`config.mk`:
```
export PLATFORM = sky130hd
export DESIGN_NAME = fb_uart_loader
export DESIGN_NICKNAME = d
export VERILOG_FILES = /design/src/rtl/led_matrix_pkg.sv /design/src/rtl/fb_byte_timeout.sv /design/src/rtl/fb_uart_loader.sv
export SDC_FILE = /design/constraint.sdc
export NUM_CORES = 1
export LEC_CHECK = 0
export CORE_AREA = 2 2 84 86
export CTS_BUF_LIST = sky130_fd_sc_hd__clkbuf_16
export DETAILED_ROUTE_END_ITERATION = 8
export DIE_AREA = 0 0 86 88
export PLACE_DENSITY = 0.76
export SYNTH_ARGS = -nofsm -noshare
export SYNTH_HDL_FRONTEND = slang
export SYNTH_HIERARCHICAL = 1
export SYNTH_SLANG_ARGS = --single-unit
```
`constraint.sdc`:
```
create_clock -name clk_in -period 3.4 [get_ports clk_in]
set_clock_uncertainty 0.1 [all_clocks]
set_input_delay 0.34 -clock clk_in [delete_from_list [all_inputs] [get_ports clk_in]]
set_output_delay 0.34 -clock clk_in [all_outputs]
set_load 0.005 [all_outputs]
```
`src/rtl/led_matrix_pkg.sv`:
```
// Shared definitions for the LED-matrix framebuffer loader: command bytes,
// framebuffer geometry and the loader state encoding.
package led_matrix_pkg;

   localparam int FB_ADDR_WIDTH = 12;
   localparam int FB_BYTES      = 4096;

   localparam logic [7:0] CMD_FRAME = 8'h46;  // 'F'
   localparam logic [7:0] CMD_POKE  = 8'h50;  // 'P'
   localparam logic [7:0] CMD_CLEAR = 8'h43;  // 'C'

   typedef enum logic [2:0] {
      ST_IDLE    = 3'd0,
      ST_FRAME   = 3'd1,
      ST_POKE_AH = 3'd2,
      ST_POKE_AL = 3'd3,
      ST_POKE_D  = 3'd4,
      ST_CLEAR   = 3'd5
   } fb_loader_state_t;

endpackage

```
`src/rtl/fb_byte_timeout.sv`:
```
// Inter-byte idle timer. Counts enabled cycles since the last clear and
// flags the cycle in which the idle time reaches TIMEOUT_CYCLES. A clear in
// the same cycle suppresses the expiry, so an arriving byte always wins.
module fb_byte_timeout #(
   parameter int                       TIMEOUT_WIDTH  = 16,
   parameter logic [TIMEOUT_WIDTH-1:0] TIMEOUT_CYCLES = 16'd53200
) (
   input  logic clk_in,
   input  logic reset,
   input  logic clr,
   input  logic en,
   output logic expired
);

   localparam logic [TIMEOUT_WIDTH-1:0] LAST_COUNT = TIMEOUT_CYCLES - TIMEOUT_WIDTH'(1);

   logic [TIMEOUT_WIDTH-1:0] count_r;

   // Idle counter: held at zero while disabled or cleared, else counts up.
   always_ff @(posedge clk_in or negedge reset) begin
      if (!reset) begin
         count_r <= '0;
      end else if (clr || !en) begin
         count_r <= '0;
      end else begin
         count_r <= count_r + TIMEOUT_WIDTH'(1);
      end
   end

   // Expiry strobe for the cycle that completes the allowed idle time.
   always_comb begin
      if (en && !clr && (count_r == LAST_COUNT)) begin
         expired = 1'b1;
      end else begin
         expired = 1'b0;
      end
   end

endmodule

```
`src/rtl/fb_uart_loader.sv`:
```
// UART command decoder that drives the framebuffer write port. Supports
// full-frame streaming ('F'), single-byte poke ('P') and autonomous clear
// ('C'). All port-A signals and status pulses are registered.
module fb_uart_loader
   import led_matrix_pkg::*;
#(
   parameter int                       ADDR_WIDTH     = FB_ADDR_WIDTH,
   parameter int                       TIMEOUT_WIDTH  = 16,
   parameter logic [TIMEOUT_WIDTH-1:0] TIMEOUT_CYCLES = 16'd53200,
   parameter logic [7:0]               CMD_FRAME_B    = CMD_FRAME,
   parameter logic [7:0]               CMD_POKE_B     = CMD_POKE,
   parameter logic [7:0]               CMD_CLEAR_B    = CMD_CLEAR
) (
   input  logic                  clk_in,
   input  logic                  reset,
   input  logic [7:0]            rx_data,
   input  logic                  rx_valid,
   output logic [ADDR_WIDTH-1:0] fb_addr,
   output logic [7:0]            fb_data,
   output logic                  fb_wr,
   output logic                  fb_clk_en,
   output logic                  busy,
   output logic                  done,
   output logic                  error
);

   // byte_cnt carries one extra bit so CLEAR can spend a final cycle at
   // 2^ADDR_WIDTH to emit done without wrapping the address.
   localparam logic [ADDR_WIDTH:0] LAST_ADDR = (ADDR_WIDTH+1)'((2 ** ADDR_WIDTH) - 1);
   localparam logic [ADDR_WIDTH:0] END_CNT   = (ADDR_WIDTH+1)'(2 ** ADDR_WIDTH);

   fb_loader_state_t        state_r, state_next_s;
   logic [ADDR_WIDTH:0]     byte_cnt_r, byte_cnt_next_s;
   logic [ADDR_WIDTH-1:0]   poke_addr_r, poke_addr_next_s;
   logic [ADDR_WIDTH-1:0]   fb_addr_r, fb_addr_s;
   logic [7:0]              fb_data_r, fb_data_s;
   logic                    fb_wr_r, fb_wr_s;
   logic                    done_r, done_s;
   logic                    error_r, error_s;
   logic                    busy_r;
   logic                    tmo_en_s;
   logic                    tmo_expired_s;

   assign tmo_en_s = (state_r == ST_FRAME)   || (state_r == ST_POKE_AH) ||
                     (state_r == ST_POKE_AL) || (state_r == ST_POKE_D);

   fb_byte_timeout #(
      .TIMEOUT_WIDTH  (TIMEOUT_WIDTH),
      .TIMEOUT_CYCLES (TIMEOUT_CYCLES)
   ) u_timeout (
      .clk_in  (clk_in),
      .reset   (reset),
      .clr     (rx_valid),
      .en      (tmo_en_s),
      .expired (tmo_expired_s)
   );

   // State register.
   always_ff @(posedge clk_in or negedge reset) begin
      if (!reset) begin
         state_r <= ST_IDLE;
      end else begin
         state_r <= state_next_s;
      end
   end

   // Next-state decode: command dispatch, payload sequencing, timeout abort.
   always_comb begin
      state_next_s = state_r;
      case (state_r)
         ST_IDLE: begin
            if (rx_valid) begin
               case (rx_data)
                  CMD_FRAME_B: state_next_s = ST_FRAME;
                  CMD_POKE_B:  state_next_s = ST_POKE_AH;
                  CMD_CLEAR_B: state_next_s = ST_CLEAR;
                  default:     state_next_s = ST_IDLE;
               endcase
            end else begin
               state_next_s = ST_IDLE;
            end
         end
         ST_FRAME: begin
            if (rx_valid) begin
               state_next_s = (byte_cnt_r == LAST_ADDR) ? ST_IDLE : ST_FRAME;
            end else if (tmo_expired_s) begin
               state_next_s = ST_IDLE;
            end else begin
               state_next_s = ST_FRAME;
            end
         end
         ST_POKE_AH: begin
            if (rx_valid) begin
               state_next_s = ST_POKE_AL;
            end else if (tmo_expired_s) begin
               state_next_s = ST_IDLE;
            end else begin
               state_next_s = ST_POKE_AH;
            end
         end
         ST_POKE_AL: begin
            if (rx_valid) begin
               state_next_s = ST_POKE_D;
            end else if (tmo_expired_s) begin
               state_next_s = ST_IDLE;
            end else begin
               state_next_s = ST_POKE_AL;
            end
         end
         ST_POKE_D: begin
            if (rx_valid || tmo_expired_s) begin
               state_next_s = ST_IDLE;
            end else begin
               state_next_s = ST_POKE_D;
            end
         end
         ST_CLEAR: begin
            if (byte_cnt_r == END_CNT) begin
               state_next_s = ST_IDLE;
            end else begin
               state_next_s = ST_CLEAR;
            end
         end
         default: state_next_s = ST_IDLE;
      endcase
   end

   // Output decode: next values of the write port, status pulses and counters.
   always_comb begin
      fb_wr_s          = 1'b0;
      fb_addr_s        = fb_addr_r;
      fb_data_s        = fb_data_r;
      done_s           = 1'b0;
      error_s          = 1'b0;
      byte_cnt_next_s  = byte_cnt_r;
      poke_addr_next_s = poke_addr_r;
      case (state_r)
         ST_IDLE: begin
            if (rx_valid) begin
               byte_cnt_next_s = '0;
            end else begin
               byte_cnt_next_s = byte_cnt_r;
            end
         end
         ST_FRAME: begin
            if (rx_valid) begin
               fb_wr_s         = 1'b1;
               fb_addr_s       = byte_cnt_r[ADDR_WIDTH-1:0];
               fb_data_s       = rx_data;
               done_s          = (byte_cnt_r == LAST_ADDR);
               byte_cnt_next_s = byte_cnt_r + (ADDR_WIDTH+1)'(1);
            end else begin
               error_s = tmo_expired_s;
            end
         end
         ST_POKE_AH: begin
            if (rx_valid) begin
               poke_addr_next_s = {rx_data[ADDR_WIDTH-9:0], poke_addr_r[7:0]};
            end else begin
               error_s = tmo_expired_s;
            end
         end
         ST_POKE_AL: begin
            if (rx_valid) begin
               poke_addr_next_s = {poke_addr_r[ADDR_WIDTH-1:8], rx_data};
            end else begin
               error_s = tmo_expired_s;
            end
         end
         ST_POKE_D: begin
            if (rx_valid) begin
               fb_wr_s   = 1'b1;
               fb_addr_s = poke_addr_r;
               fb_data_s = rx_data;
               done_s    = 1'b1;
            end else begin
               error_s = tmo_expired_s;
            end
         end
         ST_CLEAR: begin
            // Bytes arriving during a clear are dropped and flagged.
            error_s = rx_valid;
            if (byte_cnt_r == END_CNT) begin
               done_s = 1'b1;
            end else begin
               fb_wr_s         = 1'b1;
               fb_addr_s       = byte_cnt_r[ADDR_WIDTH-1:0];
               fb_data_s       = 8'h00;
               byte_cnt_next_s = byte_cnt_r + (ADDR_WIDTH+1)'(1);
            end
         end
         default: begin
            byte_cnt_next_s = '0;
         end
      endcase
   end

   // Registered write port, status pulses, byte counter and poke address.
   always_ff @(posedge clk_in or negedge reset) begin
      if (!reset) begin
         fb_wr_r     <= 1'b0;
         fb_addr_r   <= '0;
         fb_data_r   <= 8'h00;
         done_r      <= 1'b0;
         error_r     <= 1'b0;
         busy_r      <= 1'b0;
         byte_cnt_r  <= '0;
         poke_addr_r <= '0;
      end else begin
         fb_wr_r     <= fb_wr_s;
         fb_addr_r   <= fb_addr_s;
         fb_data_r   <= fb_data_s;
         done_r      <= done_s;
         error_r     <= error_s;
         busy_r      <= (state_next_s != ST_IDLE);
         byte_cnt_r  <= byte_cnt_next_s;
         poke_addr_r <= poke_addr_next_s;
      end
   end

   assign fb_addr   = fb_addr_r;
   assign fb_data   = fb_data_r;
   assign fb_wr     = fb_wr_r;
   assign fb_clk_en = fb_wr_r;
   assign done      = done_r;
   assign error     = error_r;
   assign busy      = busy_r;

endmodule

```
==> flow_summary.toml, run 1 <==
[run_status]
outcome = "complete, no violations"

[setup_path]
crit_path_max_fanout = 13
worstSetupPathType = "flop to flop"
required_ps = 3500
end_kind = "flop"
start_kind = "flop"
max_stage_delay_ps = 500
cp_top_family = "simple AND/OR/NAND/NOR gates"
cp.arrival_ps = 2990
crit_chain = "nor2_1 > xnor2_1 > nand2b_1 > or3_1 > nor4_1 > nor2b_1 > nor3_1 > a211oi_1 > nand4_1"
crit_buf_inv = 0
crit_path_top_delay_cell = "dfrtp_1"

[global_routing]
antenna_found_initial = 0
grt_overflow_total = 0
grt_pass1_wl_um = 13300
grt_usage_pct = 22.8
grt_max_degree = 38
first_global_vias = 2707

[floorplanning]
start_util_pct = 54.0
die_y_um = 88
rows = 30
boundaryPins = 36
die_w_um = 86
core_um2 = 6640
die-area_um2 = 7570

[synth]
synthTopCellsByArea = "dfrtp_1, mux2_2, mux2_4, nand2_1, o31ai_1"
synth_nets = 343
ys_seq_area_share_pct = 47.4
synth-edff-count = 0
synth_top_area_cell = "dfrtp_1"
syn-mean-instance-area_um2 = 10.9
synth_ff_type = "dfrtp_1"
ys_ff_latch = 68
yosysUniqueCellTypes = 53
ys_async_sr_fraction_pct = 100
syn-cell-area_um2 = 3590
synthCells = 329
synth_top_area_share_pct = 47.4
yosysWarnings = 6

[clock_tree]
cts.sinks = 68
cts-buffers-inserted = 9
cts_tree = "built"
postCtsSetupRepairBufs = 0
cts_htree_levels = 3
root_buffer = "clkbuf_16"
clk_pin_slew_ps = 50
clock_path_buffers = 2
clk_latency_ps = 330
cts-resized-gates = 0

[timing]
tightestPinTransition_ps = 708
finalMaxSlewViolations = 0
setup-tns-final_ps = 0
fmaxAchievable_mhz = 346
slew_headroom_pct = 52.8
rsz0062_at_grt = "false"
fin_worst_hold_slack_ps = 402
hold_viol = 0
setup_viol = 0
setup_ws_ps = 513
min_period_ps = 2890
period_share_pct = 84.9

[placement]
placed_cell_area_um2 = 3950
io_buffers = 35
dp_worst_setup_slack_ps = 550
dp.final_hpwl_um = 5310
place.gp.congestion = 0.857

[drt]
drt_iter0_drc = 265
avgViaCountPerCell = 5.99
route.antenna.remaining_nets = 0
dr.pass1.iters = 4
drc = 0
wl_um = 7790
wl_per_cell_um = 17.5
vias = 2671

[layout]
drive_above_1_share_pct = 18.3
final_util_pct = 64.2
syn2layout_area_growth_pct = 18.9
n_antenna_cell = 0
fin_area_um2 = 4270
fin_nets = 376

[power_and_ir_drop]
power_per_cell_area_nw_per_um2 = 617
cellLeakagePower_uw = 0.00183
irDropWorstVdd_v = 0.000358

[worst_hold_path]
hp-class = "flop to flop"

[job]
maxCapViolations = 0
## cells in the mapped netlist (3+ instances only)
cell type  instances
nand2b_1          12
o21ai_0           18
a21boi_0           4
buf_6              3
dfrtp_1           68
mux2i_1            5
nand3_1            5
and4_1             4
or3_1              5
clkbuf_1           7
nand2_1           35
o41ai_1            3
mux2_2            27
or4_1              7
nand4_1           10
mux2_4             9
xnor2_1            3
a21oi_1           13
nor2_1            10
buf_2              7
ha_1               3
nor2b_1            5
o31ai_1           15
inv_1              6
nor4_1             7
## through the flow
stage                     std cells  power [uW]
after floorplan                 329        1440
after global placement          430        1650
after detailed placement        430        1680
after CTS                       446        2660
after global routing            446        2790
final                           446        2630
## report_power, final
part           leakage [uW]  switching, uW  internal, uW
clock network      0.000152            332           631
registers          0.000921            111           955
logic              0.000756            282           322
## path summary, 6_finish.rpt
check | from | cells after the start | endpoint | slack [ps]
max | state_r[0] | 9 | busy | 510
min | poke_addr_r[3] | 1 | poke_addr_r[3] | 400
max reg2reg | state_r[0] | 9 | busy | 510
min reg2reg | poke_addr_r[3] | 1 | poke_addr_r[3] | 400
max in group asynchronous | reset | 3 | poke_addr_r[4] | 1750
min in group asynchronous | reset | 2 | byte_cnt_r[4] | 510
## cells in the final DEF (no fill, tap or decap), types with 7 or more instances in the layout
cell	instances
clkdlybuf4s50_1	34
nor2_1	10
dfrtp_1	68
nand2b_1	12
a21oi_1	13
o31ai_1	15
nor4_1	7
or4_1	7
o21ai_0	18
mux2_2	27
nand4_1	10
mux2_4	9
inv_1	7
nand2_1	35
clkbuf_16	9
## registers in the layout, summed over array words and instances, names as in the netlist, 3 cells and up
| signal | flops |
|---|---|
| u_timeout/count_r | 16 |
| byte_cnt_r | 13 |
| fb_addr | 12 |
| poke_addr_r | 12 |
| fb_data | 8 |
| state_r | 3 |
## per-layer routing
layer  wire, um  share of wire [%]  GRT usage, %  up-vias
met1       3630                 47          31.5     1305
met4        105                1.3          9.67        0
met3        372                4.8          5.84       11
met2       3680                 47          34.3       69
met5          0                  0             0        -
li1           -                  -             -     1286
## logic make-up (layout without fill, tap and decap cells)
| logic type | after synthesis | after routing | synth area share (%) |
|---|---|---|---|
| buffers and inverters | 25 | 62 | 4.04 |
| AOI/OAI and AO/OA | 62 | 62 | 11.3 |
| adders and majority gates | 3 | 3 | 1.05 |
| muxes | 41 | 41 | 13.6 |
| and+or+nand+nor | 125 | 125 | 21.3 |
| DFF | 68 | 68 | 47.4 |
| xor gates and xnor gates | 5 | 5 | 1.22 |
## worst reg2reg max path, stage by stage (launching register included)
cell and delay [ps]:
dfrtp_1 500, nor2_1 300, xnor2_1 170, nand2b_1 90, or3_1 320, nor4_1 480, nor2b_1 250, nor3_1 70
a211oi_1 350, nand4_1 130
## cell type report
cell class / instances / area (um^2)
fill: 509 / 2380
multi-input combinational: 236 / 1740
sequential: 68 / 1700
timing repair buffer: 41 / 393
clock buffer: 9 / 225
tap: 80 / 100
clock inverter: 6 / 81.3
inverter: 6 / 22.5
## repair_timing
| action | CTS | global route |
|---|---|---|
| hold buffers | 1 | 0 |
| hold endpoints to repair | 31 | 0 |
| setup endpoints to repair | 0 | 0 |
(Power assumes the default switching activity.)
==> run 2, diff against run 1 <==
Clock period 3.4 ns to 2.8 ns, I/O delays scaled along.
==> flow_summary.toml, run 2 (synthesized netlist as in run 1, its figures left out) <==
[layout]
fin_nets = 382
largest_reg_flops = 16
n_antenna_cell = 0
final_common_cell = "dfrtp_1"
largest_register = "u_timeout/count_r"
nFillCells = 538
reg_top3 = "u_timeout/count_r (16), byte_cnt_r (13)"
drive_above_1_share_pct = 20.1
final_cell_mix = "dfrtp_1, nand2_1, clkdlybuf4s50_1, mux2_2, o21ai_0"
syn2layout_area_growth_pct = 21.5
fin_area_um2 = 4360

[drt]
drc = 0
dr.pass1.iters = 4
wl_per_cell_um = 17.2
wl_um = 7800
route.antenna.remaining_nets = 0
vias = 2728
drt_iter0_drc = 180
avgViaCountPerCell = 6.02

[floorplanning]
boundaryPins = 36
core_um2 = 6640
start_util_pct = 54.0
die_y_um = 88
rows = 30
die_w_um = 86
die-area_um2 = 7570

[timing]
tightestPinTransition_ps = 743
rsz0062_at_grt = "false"
setup-tns-final_ps = 0
setup_viol = 0
fmaxAchievable_mhz = 392
period_share_pct = 91.2
slew_headroom_pct = 49.9
fin_worst_hold_slack_ps = 402
finalMaxSlewViolations = 0
hold_viol = 0
min_period_ps = 2550

[global_routing]
antenna_found_initial = 0
first_global_vias = 2715
grt_max_degree = 40
grt_overflow_total = 0
grt_pass1_wl_um = 13200
grt_usage_pct = 22.4

[placement]
io_buffers = 35
place.gp.congestion = 0.835
placed_cell_area_um2 = 4010
dp.final_hpwl_um = 5320

[clock_tree]
root_buffer = "clkbuf_16"
cts_tree = "built"
clock_path_buffers = 2
cts.sinks = 68
clk_latency_ps = 330
clk_pin_slew_ps = 60
postCtsSetupRepairBufs = 0
cts-buffers-inserted = 9
cts_htree_levels = 3

[job]
maxCapViolations = 0

[setup_path]
cp.arrival_ps = 2650
required_ps = 2890
start_kind = "flop"
worstSetupPathType = "flop to flop"
end_kind = "flop"
crit_path_max_fanout = 4

[power_and_ir_drop]
power_frac_clock_pct = 38.6
seq_power_share_pct = 38.2
power_per_cell_area_nw_per_um2 = 765
irDropWorstVdd_v = 0.000457
switching_share_pct = 26.9
p_comb_share_pct = 23.2
totalPowerFinal_uw = 3340
cellLeakagePower_uw = 0.00188
intPower_uw = 2440
power.switching_uw = 899

[run_status]
outcome = "complete, no violations"

[worst_hold_path]
hp-class = "flop to flop"
==> run 2: cell count changes in the layout (fill, tap and decap cells not counted), sizes merged <==
cell / previous run / this run
clkinv: 2 / 1
inv: 7 / 8
bufinv: 2 / 3
buf: 6 / 12
==> run 2: worst paths after layout <==
| kind | startpoint | endpoint | slack [ps] | cells after the start |
|---|---|---|---|---|
| min in group asynchronous | reset | byte_cnt_r[1] | 430 | 2 |
| hold / removal | poke_addr_r[3] | poke_addr_r[3] | 400 | 1 |
| hold reg to reg | poke_addr_r[3] | poke_addr_r[3] | 400 | 1 |
| setup reg to reg | state_r[1] | busy | 250 | 10 |
| max in group asynchronous | reset | byte_cnt_r[11] | 1510 | 3 |
| setup / recovery | state_r[1] | busy | 250 | 10 |
==> run 2: power by group through the flow <==
stage | sequential [uW] | combinational, uW | clock (uW)
after floorplan | 1270 | 478 | 0
after global placement | 1280 | 753 | 0
after detailed placement | 1290 | 777 | 0
after CTS | 1280 | 781 | 1300
after global routing | 1300 | 861 | 1350
final | 1280 | 774 | 1290
==> run 2: stage by stage <==
step	setup WS [ps]	util, %	instances
floorplan	324	-	329
global placement	377	60.3	436
detailed placement	272	60.3	436
CTS	168	65.6	453
global route	23.9	65.6	453
finish	246	65.6	453
==> run 2: area by class of cell <==
type                            instances  area, um^2  area share, %
Inverter                                6        22.5          0.516
Clock buffer                            9         225           5.16
Clock inverter                          7         115           2.64
Sequential cell                        68        1700           39.0
Tap cell                               80         100           2.30
Multi-Input combinational cell        236        1750           40.0
Timing Repair Buffer                   47         450           10.3
==> run 2: critical path, stage by stage (launching register included) <==
cell	delay, ps
dfrtp_1	380
nor2_2	200
xnor2_1	160
nand2b_1	100
or3_1	320
nor4_1	250
buf_4	190
nor2b_1	190
nor3_1	70
a211oi_1	320
nand4_1	130
==> run 2: what timing repair did <==
action                                  CTS  global route
endpoints found under the setup margin    0             2
hold buffers                              1             0
resized for setup                         0             1
endpoints found under the hold margin    29             0
==> run 2: metal layers <==
metal | routed length [um] | vias up | global-route usage [%]
li1 | - | 1293 | -
met1 | 3690 | 1351 | 30.8
met2 | 3600 | 77 | 35.0
met3 | 429 | 7 | 6.13
met4 | 79 | 0 | 6.49
met5 | 0 | - | 0
